$ cat config.mk
export PLATFORM = sky130hd
export DESIGN_NAME = char_jump_ctrl
export DESIGN_NICKNAME = d
export VERILOG_FILES = /design/src/rtl/char_jump_ctrl.sv
export SDC_FILE = /design/constraint.sdc
export NUM_CORES = 1
export LEC_CHECK = 0
export BUFFER_PORTS_ARGS = -buffer_cell sky130_fd_sc_hd__buf_2
export CORE_MARGIN = 2
export CORE_UTILIZATION = 40
export DETAILED_ROUTE_END_ITERATION = 8
export HOLD_SLACK_MARGIN = 0.15
export MAX_ROUTING_LAYER = met4
export PLACE_DENSITY_LB_ADDON = 0.3
export SLEW_MARGIN = 40
export SYNTH_ARGS = -nofsm -noshare
export SYNTH_HDL_FRONTEND = slang
export SYNTH_SLANG_ARGS = --single-unit
export TNS_END_PERCENT = 30
$ cat constraint.sdc
create_clock -name sys_clk -period 4.8 [get_ports sys_clk]
set_input_delay 0 -clock sys_clk [delete_from_list [all_inputs] [get_ports sys_clk]]
set_output_delay 0 -clock sys_clk [all_outputs]
set_load 0.01 [all_outputs]
$ cat src/rtl/char_jump_ctrl.sv
// Vertical motion controller for a jumping character: ground, rise, apex hold, fall.
// Motion advances on frame_tick; button presses are edge-detected and held until the next tick.
module char_jump_ctrl #(
  parameter logic [8:0] START_Y    = 9'd200,
  parameter logic [4:0] JUMP_V     = 5'd6,
  parameter logic [4:0] SPRING_V   = 5'd10,
  parameter logic [4:0] VMAX       = 5'd8,
  parameter logic [1:0] APEX_TICKS = 2'd2
) (
  input  logic       sys_clk,
  input  logic       sys_rst_n,
  input  logic       frame_tick,
  input  logic       jump_btn,
  input  logic       jump,
  input  logic [8:0] floor_Y,
  output logic [8:0] char_Y,
  output logic [4:0] vel,
  output logic [1:0] state,
  output logic       airborne
);

  typedef enum logic [1:0] {
    GROUND = 2'd0,
    RISE   = 2'd1,
    APEX   = 2'd2,
    FALL   = 2'd3
  } state_e;

  state_e     state_q, state_d;
  logic [8:0] char_y_q, char_y_d;
  logic [4:0] vel_q, vel_d;
  logic [1:0] apex_cnt_q, apex_cnt_d;
  logic       jump_btn_q;
  logic       pend_q, pend_d;
  logic       airborne_q, airborne_d;

  logic       btn_edge;
  logic       press;
  logic [9:0] fall_sum;

  assign btn_edge = jump_btn & ~jump_btn_q;
  // A press arriving on the tick cycle itself is honoured on that tick.
  assign press    = pend_q | btn_edge;
  assign fall_sum = {1'b0, char_y_q} + {5'd0, vel_q};

  always_comb begin
    state_d    = state_q;
    char_y_d   = char_y_q;
    vel_d      = vel_q;
    apex_cnt_d = apex_cnt_q;
    pend_d     = press;
    if (frame_tick) begin
      pend_d = 1'b0;
      unique case (state_q)
        GROUND: begin
          if (jump) begin
            state_d = RISE;
            vel_d   = SPRING_V;
          end else if (press) begin
            state_d = RISE;
            vel_d   = JUMP_V;
          end else if (char_y_q < floor_Y) begin
            state_d = FALL;
            vel_d   = 5'd1;
          end else begin
            char_y_d = floor_Y;
          end
        end
        RISE: begin
          char_y_d = (char_y_q > {4'd0, vel_q}) ? char_y_q - {4'd0, vel_q} : '0;
          vel_d    = (vel_q != '0) ? vel_q - 5'd1 : '0;
          if (vel_q <= 5'd1) begin
            state_d    = APEX;
            apex_cnt_d = APEX_TICKS;
          end
        end
        APEX: begin
          apex_cnt_d = (apex_cnt_q != '0) ? apex_cnt_q - 2'd1 : '0;
          if (apex_cnt_q <= 2'd1) begin
            state_d = FALL;
            vel_d   = 5'd1;
          end
        end
        FALL: begin
          // Spring contact beats landing on the same tick.
          if (jump) begin
            state_d = RISE;
            vel_d   = SPRING_V;
          end else if (fall_sum >= {1'b0, floor_Y}) begin
            state_d  = GROUND;
            char_y_d = floor_Y;
            vel_d    = '0;
          end else begin
            char_y_d = fall_sum[8:0];
            vel_d    = (vel_q >= VMAX) ? VMAX : vel_q + 5'd1;
          end
        end
        default: state_d = GROUND;
      endcase
    end
    airborne_d = (state_d != GROUND);
  end

  always_ff @(posedge sys_clk) begin
    if (!sys_rst_n) begin
      state_q    <= GROUND;
      char_y_q   <= START_Y;
      vel_q      <= '0;
      apex_cnt_q <= '0;
      jump_btn_q <= 1'b0;
      pend_q     <= 1'b0;
      airborne_q <= 1'b0;
    end else begin
      state_q    <= state_d;
      char_y_q   <= char_y_d;
      vel_q      <= vel_d;
      apex_cnt_q <= apex_cnt_d;
      jump_btn_q <= jump_btn;
      pend_q     <= pend_d;
      airborne_q <= airborne_d;
    end
  end

  assign char_Y   = char_y_q;
  assign vel      = vel_q;
  assign state    = state_q;
  assign airborne = airborne_q;

endmodule
---- Yosys cells after proc, flatten, opt, wreduce, memory -nomap -nowiden ----
Cells that the tools add are included.
operators by class
  add/sub/neg operators ................... 5
  $lt $le $gt $ge ......................... 6
  eq/ne operators ......................... 10
  mux-type cells .......................... 28
  bitwise operators ....................... 4
  reduce and logical (&&, ||, !) cells .... 10
operators with widths
  kind                                                                                 number
  9-bit 2-to-1 mux                                                                     6
  5-bit 2-to-1 mux                                                                     8
  9-bit one-hot mux with 3 select lines                                                1
  2-bit 2-to-1 mux                                                                     10
  5-bit one-hot mux with 4 select lines                                                1
  2-bit != test, second input constant                                                 6
  9-bit by 5-bit adder with 10-bit output                                              1
  10-bit by 9-bit greater-or-equal comparator with 1-bit output                        1
  9-bit by 5-bit greater-than comparator with 1-bit output                             1
  9-bit less-than comparator                                                           1
  9-bit by 5-bit subtractor with 9-bit output                                          1
  2-bit one-hot mux with 4 select lines                                                1
  3-bit AND reduction                                                                  2
  6-bit AND reduction                                                                  1
  2-bit nonzero test                                                                   3
  5-bit by 1-bit adder with 5-bit output, second input constant                        1
  5-bit by 4-bit greater-or-equal comparator with 1-bit output, second input constant  1
  5-bit by 1-bit <= comparator with 1-bit output, second input constant                1
  5-bit nonzero test                                                                   1
  5-bit by 1-bit subtractor with 5-bit output, second input constant                   1
  2-bit == test, second input constant                                                 2
  4-bit != test, second input constant                                                 1
  2-bit one-hot mux with 2 select lines                                                1
  3-bit nonzero test                                                                   1
  other kinds (8)                                                                      9
storage, ports and cells
  register bits ........................... 21
  input bits .............................. 14
  output and inout bits ................... 17
  logic and storage cells ................. 70

---- Depth between registers and ports, before layout ----
Gate-level depths: netlist of run 1.
  depth in word-level cells ............... 8
  gate-level depth with buffers ........... 16

---- Worst setup path after synthesis of run 1 ----
OpenSTA, ideal clock, no wires.
  path type ............................... register to register
  start ................................... register vel_q[0] (netlist: vel[0])
  end ..................................... register char_y_q[6] (netlist: char_Y[6])
  data arrival time ....................... 3.554 ns
  data required time ...................... 4.678 ns
  slack ................................... 1.124 ns
  cell stages (with the launch flop) ...... 17
  clock period less this slack ............ 3.676 ns
  path through ............................ dfxtp_1 > ha_1 > inv_1 > fa_1 > o21bai_1 > a21oi_2 > nor2_1 > o21ai_0 > xnor2_1 > ha_1 > a21o_1 > a21oi_1 > o211ai_1 > a21oi_4 > o21ai_2 > a221o_1 > a221o_1
between the ends
  word-level cells in the longest chain between the ends .. 5
  elaborated cells between the ends (all ways) .. 8
  those cells by class .................... 2 x add/sub; 2 x order compare; 4 x mux
ends and longest elaborated chain
  element                                                        line  text
  start: declaration                                             31    logic [4:0] vel_q, vel_d;
  start signal: assignment                                       116   vel_q <= vel_d;
  9-bit by 5-bit adder with 10-bit output                        44    assign fall_sum = {1'b0, char_y_q} + {5'd0, vel_q};
  10-bit by 9-bit greater-or-equal comparator with 1-bit output  89    end else if (fall_sum >= {1'b0, floor_Y}) begin
  9-bit 2-to-1 mux                                               89
  9-bit 2-to-1 mux                                               86    if (jump) begin
  9-bit one-hot mux with 3 select lines *                        54    unique case (state_q)
  end signal: assignment                                         115   char_y_q <= char_y_d;
  end: declaration                                               30    logic [8:0] char_y_q, char_y_d;
Mark *: on every way between the ends. The rest lies on a longest branch, timed or not. The select of a mux whose other input is x is not followed.
A chain may end at the register's enable or synchronous reset.

---- Final worst setup path of run 1 ----
  start ................................... register vel_q[2] (netlist: vel[2])
  end ..................................... register char_y_q[8] (netlist: char_Y[8])
Same word-level chain as after synthesis.

==> results.ini, run 1 <==
[status]
status=complete, no violations

[hold_path]
whs_path_depth=3
hp-class=input port to register
whs_endpoint=vel[1]$_SDFFE_PN0P_
worstHoldStart=jump

[layout]
fin_area_sq_mm=0.002600
seqCellArea_sq_um=421.7
fin_cells=386
fin_nets=361
n_antenna_cell=0
area_growth_pct=17.93
fill_cells=547
layout-drive-gt1-share=0.1561
multi_input_area_sq_mm=0.001637

[critical_path]
cp_max_fo=10
worstPathRequired_ns=5.03
rr_endpoint=char_Y[8]$_SDFFE_PN0P_
critPathArrivalTime_ns=4.69
critPathLaunchType=register
worst-r2r-setup-slack_ns=0.34
critPathKind=register to register
r2r-start=vel[2]$_SDFFE_PN0P_
reg2regPathDepth=15
cp-end-kind=register

[power_and_ir_drop]
clkPwrFrac=0.204
p_sw_mw=0.2694
powerDensity_mw_per_mm2=246.1
irDropWorstVdd_mv=0.1350
p_int_mw=0.3705
swShare=0.4210
leakagePower_nw=1.147
combinationalPowerShare=0.450
seqPwrFrac=0.346

[routing]
postRouteAntennaNets=0
wl_per_cell_um=16.63
vias=2278
drtIter0Drc=253
routed_wl_um=6418
firstDrtPassIters=5
drc=0
vias_per_cell=5.902

[logic_synthesis]
postSynthCellCount=273
synthesis.nets=319
yosysWarnings=0
synthArstFlopShare=0
synth_edf_count=0
ys_seq_area_frac=0.1907
synth_flop_cell=dfxtp_1
synth_cell_types=65
postSynthAreaPerCell_sq_um=8.076
netlist.area_leader.share=0.1907
synth_top_area_cell=dfxtp_1
synth_area_leaders=dfxtp_1 19%, ha_1 17%, o21ai_0 5.7%
synth-seq-cells=21
syn-cell-area_sq_mm=0.002205

[floorplanning]
fp.dieArea_sq_mm=0.006122
die_h_um=78.24
core-area_sq_mm=0.005405
initial_utilization=0.4079
io_pins=31
die_x_um=78.24
rows=27

[sta]
min_period_over_period=0.9287
fmax_mhz=224.3
slew_viol_final=0
tightest_slew_ns=0.5334
hold_viol_final=0
hold_ws_ns=0.2054
maxSlewHeadroom=0.6439
fin_crit_ns=4.458
setup_viol=0
setup_tns_ns=0
fin_skew_ns=0.01154
rsz0062_at_grt=no
setup_ws_ns=0.3421

[grt]
antenna_found_initial=0
grt.total_usage=0.2268
grt_pass1_vias=2178
grt-ovfl-total=0
grt_pass1_wl_um=10720
grt_max_degree=19

[clock_network]
clock_latency_ns=0.28
cts.path.max_buffers=2
root_buffer=clkbuf_8
cts_max_level=1
clk_pin_slew_ns=0.10
cts_sinks=21
cts_tree=done
cts_buffers=3

[placed_design]
placed_area_sq_mm=0.002402
pre_cts_ws_ns=0.7728
portBuffers=30
dp_hpwl_um=4891
gp_routability_congestion=0.9334
place_inst=367

[job]
max-cap-violations=0

[flip-flops by register name, summed over array words and instances, names as in the netlist]
name	cells
airborne	1
apex_cnt_q	2
char_Y	9
jump_btn_q	1
pend_q	1
state	2
vel	5
[timing repair]
action                                  CTS  global route
hold buffers                             15             0
gates resized for setup                   0             1
hold endpoints to repair                 18             0
setup buffers                             0             0
endpoints found under the setup margin    0             1
[metrics by stage]
stage	util	power [mW]
finish	0.4810	0.6399
CTS	0.4808	0.6383
detailed placement	0.4444	0.4973
global placement	0.4444	0.4971
global route	0.4810	0.6853
floorplan	-	0.4186
[logic make-up after synthesis]
group / synth area share
flops: 0.1907
buf+inv: 0.06697
xor+xnor: 0.04767
simple gates: 0.1646
mux: 0.004540
compound gates: 0.3371
fa+ha+maj: 0.1884
[Yosys cell counts, drive strengths merged (4+ instances only)]
master / instances
nor2b: 4
nor2: 17
dfxtp: 21
o21ai: 26
buf: 4
xor2: 4
clkbuf: 5
xnor2: 8
a21oi: 13
o2111ai: 4
inv: 24
o21a: 4
nand2b: 4
ha: 30
a31oi: 7
a211oi: 6
nand2: 19
a21o: 5
nor3: 9
[critical path, stage by stage, from the launching register on]
cell           delay (ns)
dfxtp_1              0.49
inv_1                0.15
ha_1                 0.44
nor3b_2              0.31
o311ai_4             0.14
a21oi_1              0.19
xor2_1               0.23
ha_1                 0.29
a21o_1               0.16
a21oi_1              0.18
o211ai_1             0.19
a21o_2               0.32
nor2_1               0.44
a222oi_1             0.18
a21oi_1              0.17
dlygate4sd3_1        0.55
[layout make-up]
class                           instances  share of cell area
Multi-Input combinational cell        217              0.6295
Clock inverter                          1            0.001925
Clock buffer                            3             0.01588
Timing Repair Buffer                   46              0.1184
Inverter                               26             0.03754
Tap cell                               72             0.03465
Sequential cell                        21              0.1622
[worst max path at each step]
stage / slack [ns] / to / startpoint
2_1_floorplan: 1.12 / char_Y[6]$_SDFFE_PN1P_ / vel[0]$_SDFFE_PN0P_
5_1_grt: 0.05 / char_Y[8]$_SDFFE_PN0P_ / vel[1]$_SDFFE_PN0P_
4_1_cts: 0.38 / char_Y[8]$_SDFFE_PN0P_ / vel[1]$_SDFFE_PN0P_
3_3_place_gp: 0.82 / char_Y[6]$_SDFFE_PN1P_ / vel[1]$_SDFFE_PN0P_
6_report: 0.34 / char_Y[8]$_SDFFE_PN0P_ / vel[2]$_SDFFE_PN0P_
3_5_place_dp: 0.77 / char_Y[6]$_SDFFE_PN1P_ / vel[1]$_SDFFE_PN0P_
[power groups by stage]
stage          Clock, mW  Combinational [mW]  Sequential, mW
2_1_floorplan          0               0.202           0.217
3_5_place_dp           0               0.272           0.225
5_1_grt            0.138               0.322           0.225
4_1_cts            0.132               0.285           0.221
6_report           0.131               0.288           0.221
3_3_place_gp           0               0.273           0.224
[placed cells by master (no fill, tap or decap), types with 4 or more instances in the layout]
cell	n
dfxtp_1	20
ha_1	30
o2111ai_1	4
dlygate4sd3_1	15
inv_1	24
a21oi_1	10
a21o_1	4
o21ai_0	25
nor2b_1	4
a31oi_1	7
nor2_1	17
nor3_1	9
nand2_1	19
xor2_1	4
buf_2	30
xnor2_1	8
a211oi_1	6
o21a_1	4
nand2b_1	4
[metal layers]
metal	wire, um	track usage	vias to the layer above
met5	0	-	-
met4	144	0.05789	0
met3	409	0.02299	16
met2	2815	0.3586	96
met1	3048	0.3119	1067
li1	-	-	1099
(Power assumes the default switching activity.)
==> inputs of run 2 (changes only) <==
- SLEW_MARGIN: 40 -> 10
- clock period: 4.8 -> 5.05 ns (I/O delays scaled with it)
==> results.ini, run 2 (synthesized netlist as in run 1, its figures left out) <==
[status]
status=complete, no violations

[floorplanning]
initial_utilization=0.4079
die_h_um=78.24
fp.dieArea_sq_mm=0.006122
io_pins=31
rows=27
core-area_sq_mm=0.005405
die_x_um=78.24

[layout]
area_growth_pct=18.16
largest_reg_flops=9
layout-drive-gt1-share=0.1529
fin_nets=361
final_cell_mix=30 x ha_1, 30 x buf_2, 25 x o21ai_0, 24 x inv_1, 21 x dfxtp_1
multi_input_area_sq_mm=0.001640
seqCellArea_sq_um=420.4
fin_area_sq_mm=0.002605
n_antenna_cell=0
fill_cells=544

[grt]
use_met3=0.02299
grt_max_degree=19
grt-ovfl-total=0
busiest_layer=met2
grt_pass1_wl_um=10500
grt.total_usage=0.2218
grt_use_met1=0.3071
grt_pass1_vias=2093
antenna_found_initial=0
grtUsageMet2=0.3284

[placed_design]
placed_area_sq_mm=0.002395
gp_routability_congestion=0.9287
dp_hpwl_um=4797
portBuffers=30

[sta]
min_period_over_period=0.8867
tightest_slew_ns=0.7300
fmax_mhz=223.3
rsz0062_at_grt=no
maxSlewHeadroom=0.5133
slew_viol_final=0
fin_skew_ns=0.009851
setup_tns_ns=0
hold_ws_ns=0.2122
setup_viol=0
hold_viol_final=0
fin_crit_ns=4.478

[routing]
postRouteAntennaNets=0
vias=2272
drtIter0Drc=243
firstDrtPassIters=4
routed_wl_um=6381
drc=0
vias_per_cell=5.886
wl_per_cell_um=16.53

[critical_path]
path_cells=ha_1 -> inv_1 -> fa_1 -> o21bai_1 -> a21oi_2 -> nor2_1 -> o21ai_0 -> xnor2_1 -> ha_1 -> a21o_1 -> a21oi_1 -> o211ai_1 -> a21oi_4 -> o21ai_2 -> a222oi_1 -> a21oi_1 -> dlygate4sd3_1
crit_slowest_cell=dlygate4sd3_1
critPathArrivalTime_ns=4.66
reg2regPathDepth=17
slowest_delay_ns=0.58
cp_max_fo=12
critPathLaunchType=register
critPathKind=register to register
worstPathRequired_ns=5.23
cp-end-kind=register

[power_and_ir_drop]
powerDensity_mw_per_mm2=233.1
irDropWorstVdd_mv=0.1180
leakagePower_nw=1.148
report.power.total_mw=0.6073

[hold_path]
whs_path_depth=3
hp-class=input port to register

[clock_network]
root_buffer=clkbuf_8
cts_buffers=3
cts_max_level=1
clk_pin_slew_ns=0.10
cts_tree=done
cts.path.max_buffers=2
cts_sinks=21
cts_setup_buffers=0
clock_latency_ns=0.28

[job]
max-cap-violations=0

## run 2: cell types whose count changed in the layout (fill, tap and decap cells not counted), sizes merged
cell / previous run / this run
buf: 31 / 30
dlygate4sd3: 15 / 16
## run 2: worst max-delay path, delay by kind of cell (launching register included)
| kind | cells | cell delay, ns |
|---|---|---|
| buffers and inverters | 2 | 0.63 |
| flip-flops | 1 | 0.57 |
| adder cells (fa/ha/maj) | 3 | 0.88 |
| AND/OR/NAND/NOR | 1 | 0.12 |
| AO/OA/AOI/OAI | 10 | 1.98 |
| XOR/XNOR | 1 | 0.19 |
## run 2: final cells by class
type | count | area share
multi-input cells | 217 | 0.6297
inverters | 26 | 0.03746
repair buffers | 46 | 0.1191
clock buffers | 3 | 0.01585
well taps | 72 | 0.03458
clock inverters | 1 | 0.001921
flip-flops and latches | 21 | 0.1614
## run 2: metal layers
layer,part of all wire,wire length [um]
met2,0.44,2809
met5,0,0
met3,0.052,330
met4,0.033,208
met1,0.48,3032
## run 2: worst paths after layout
check,slack [ns],endpoint,start
max reg2reg,0.57,char_Y[8]$_SDFFE_PN0P_,vel[0]$_SDFFE_PN0P_
max,0.57,char_Y[8]$_SDFFE_PN0P_,vel[0]$_SDFFE_PN0P_
min reg2reg,0.54,apex_cnt_q[1]$_SDFFE_PN0P_,apex_cnt_q[1]$_SDFFE_PN0P_
min,0.21,vel[1]$_SDFFE_PN0P_,jump
## run 2: repair_timing
| item | 4_1_cts | 5_1_grt |
|---|---|---|
| hold buffers | 16 | 0 |
| hold endpoints to repair | 16 | 0 |
| gates resized for setup | 0 | 0 |
## run 2: where the power goes
group	switching, mW	internal (mW)	total (mW)
Sequential	0.0306	0.179	0.210
Combinational	0.157	0.117	0.274
Clock	0.0677	0.0554	0.123
## run 2: per-stage QoR
step                      instances  worst slack (ns)  utilization
after floorplan                 273             1.374            -
after global placement          366             1.085       0.4431
after detailed placement        366            0.9646       0.4431
after CTS                       386            0.5925       0.4813
after global routing            386            0.1772       0.4819
final                           386            0.5722       0.4819
==> inputs of run 3 (changes only) <==
- CELL_PAD_IN_SITES_DETAIL_PLACEMENT: default -> 2
- CELL_PAD_IN_SITES_GLOBAL_PLACEMENT: default -> 2
- CORE_UTILIZATION: 40 -> 34
==> results.ini, run 3 (synthesized netlist as in run 1, its figures left out) <==
[power_and_ir_drop]
leakagePower_nw=1.147
report.power.total_mw=0.6295
irDropWorstVdd_mv=0.1256
powerDensity_mw_per_mm2=241.6

[routing]
firstDrtPassIters=4
postRouteAntennaNets=0
drtIter0Drc=156
vias_per_cell=5.900
routed_wl_um=8455
drc=0
vias=2307
wl_per_cell_um=21.62

[layout]
fin_area_sq_mm=0.002605
n_antenna_cell=0
layout-drive-gt1-share=0.1529
fin_cells=391
multi_input_area_sq_mm=0.001637
largest_reg_flops=9
utilization=0.4126
final_cell_mix=30 x ha_1, 30 x buf_2, 25 x o21ai_0, 24 x inv_1, 21 x dfxtp_1
seqCellArea_sq_um=420.4
fin_nets=361
fill_cells=744
area_growth_pct=18.16

[sta]
setup_viol=0
setup_ws_ns=0.6100
rsz0062_at_grt=no
fmax_mhz=225.2
min_period_over_period=0.8792
slew_viol_final=0
hold_ws_ns=0.2066
setup_tns_ns=0
fin_skew_ns=0.01012
fin_crit_ns=4.440
maxSlewHeadroom=0.6055
hold_viol_final=0
tightest_slew_ns=0.5909

[critical_path]
cp-end-kind=register
r2r-start=vel[2]$_SDFFE_PN0P_
startpoint=vel[2]$_SDFFE_PN0P_
path_cells=inv_1 -> ha_1 -> nor2b_1 -> o311ai_4 -> a21oi_1 -> xor2_1 -> ha_1 -> a21o_1 -> a21oi_1 -> o211ai_1 -> a21oi_4 -> and3_1 -> o22ai_1 -> a31oi_1 -> dlygate4sd3_1
critPathLaunchType=register
crit_slowest_cell=dlygate4sd3_1
slowest_delay_ns=0.56
cp_max_fo=10
reg2regPathDepth=15
critPathArrivalTime_ns=4.67
worstPathRequired_ns=5.28
critPathKind=register to register

[clock_network]
ctsResizeCount=0
clock_latency_ns=0.28
clk_pin_slew_ns=0.10
cts_setup_buffers=0
cts_sinks=21
cts_max_level=1
holdBufCountCts=15
root_buffer=clkbuf_8
cts.path.max_buffers=2
cts_buffers=3
cts_tree=done

[grt]
grt-ovfl-total=0
grt_use_met1=0.3317
grt.total_usage=0.2516
use_met3=0.02163
grt_pass1_wl_um=13910
busiest_layer=met2
grtUsageMet2=0.4130
antenna_found_initial=0
grt_pass1_vias=2571
grt_max_degree=19

[floorplanning]
die_h_um=84.53
initial_utilization=0.3492
core-area_sq_mm=0.006314
die_x_um=84.53
io_pins=31
rows=29
fp.dieArea_sq_mm=0.007144

[placed_design]
place_inst=372
placed_area_sq_mm=0.002409
dp_hpwl_um=6399
portBuffers=30
gp_routability_congestion=0.8938
pre_cts_ws_ns=0.8300

[status]
status=complete, no violations

[hold_path]
hp-class=input port to register
worstHoldStart=floor_Y[5]
whs_path_depth=4

[job]
max-cap-violations=0

==> run 3: cell types whose count changed in the layout (fill, tap and decap cells not counted) <==
cell	delta
a21oi_1	+1
a21oi_2	-1
buf_4	+1
dlygate4sd3_1	-1
==> run 3: final cells by class <==
type | count | area share
clock inverters | 1 | 0.001921
repair buffers | 46 | 0.1182
inverters | 26 | 0.03746
clock buffers | 3 | 0.01585
multi-input cells | 217 | 0.6282
flip-flops and latches | 21 | 0.1614
well taps | 77 | 0.03698
==> run 3: report_power, final <==
part	total (mW)	leakage, nW	switching, mW	internal (mW)
Combinational	0.290	0.949	0.171	0.118
Clock	0.127	0.0255	0.0712	0.0554
Sequential	0.213	0.172	0.0338	0.179
==> run 3: worst max-delay path: cells and delay by family (launching register included) <==
kind	cells	cell delay [ns]
XOR/XNOR	1	0.24
adder cells (fa/ha/maj)	2	0.73
flip-flops	1	0.50
AND/OR/NAND/NOR	2	0.61
buffers and inverters	2	0.70
AO/OA/AOI/OAI	8	1.62
==> run 3: routing by layer <==
layer  vias up  share of wire
met4         0          0.022
li1       1102              -
met2        60           0.47
met1      1131           0.45
met5         -              0
met3        14          0.048
==> run 3: final timing paths <==
check	endpoint	slack, ns
setup / recovery	char_Y[4]$_SDFFE_PN0P_	0.61
hold / removal	char_Y[5]$_SDFFE_PN0P_	0.21
setup reg to reg	char_Y[4]$_SDFFE_PN0P_	0.61
hold reg to reg	apex_cnt_q[0]$_SDFFE_PN0P_	0.56
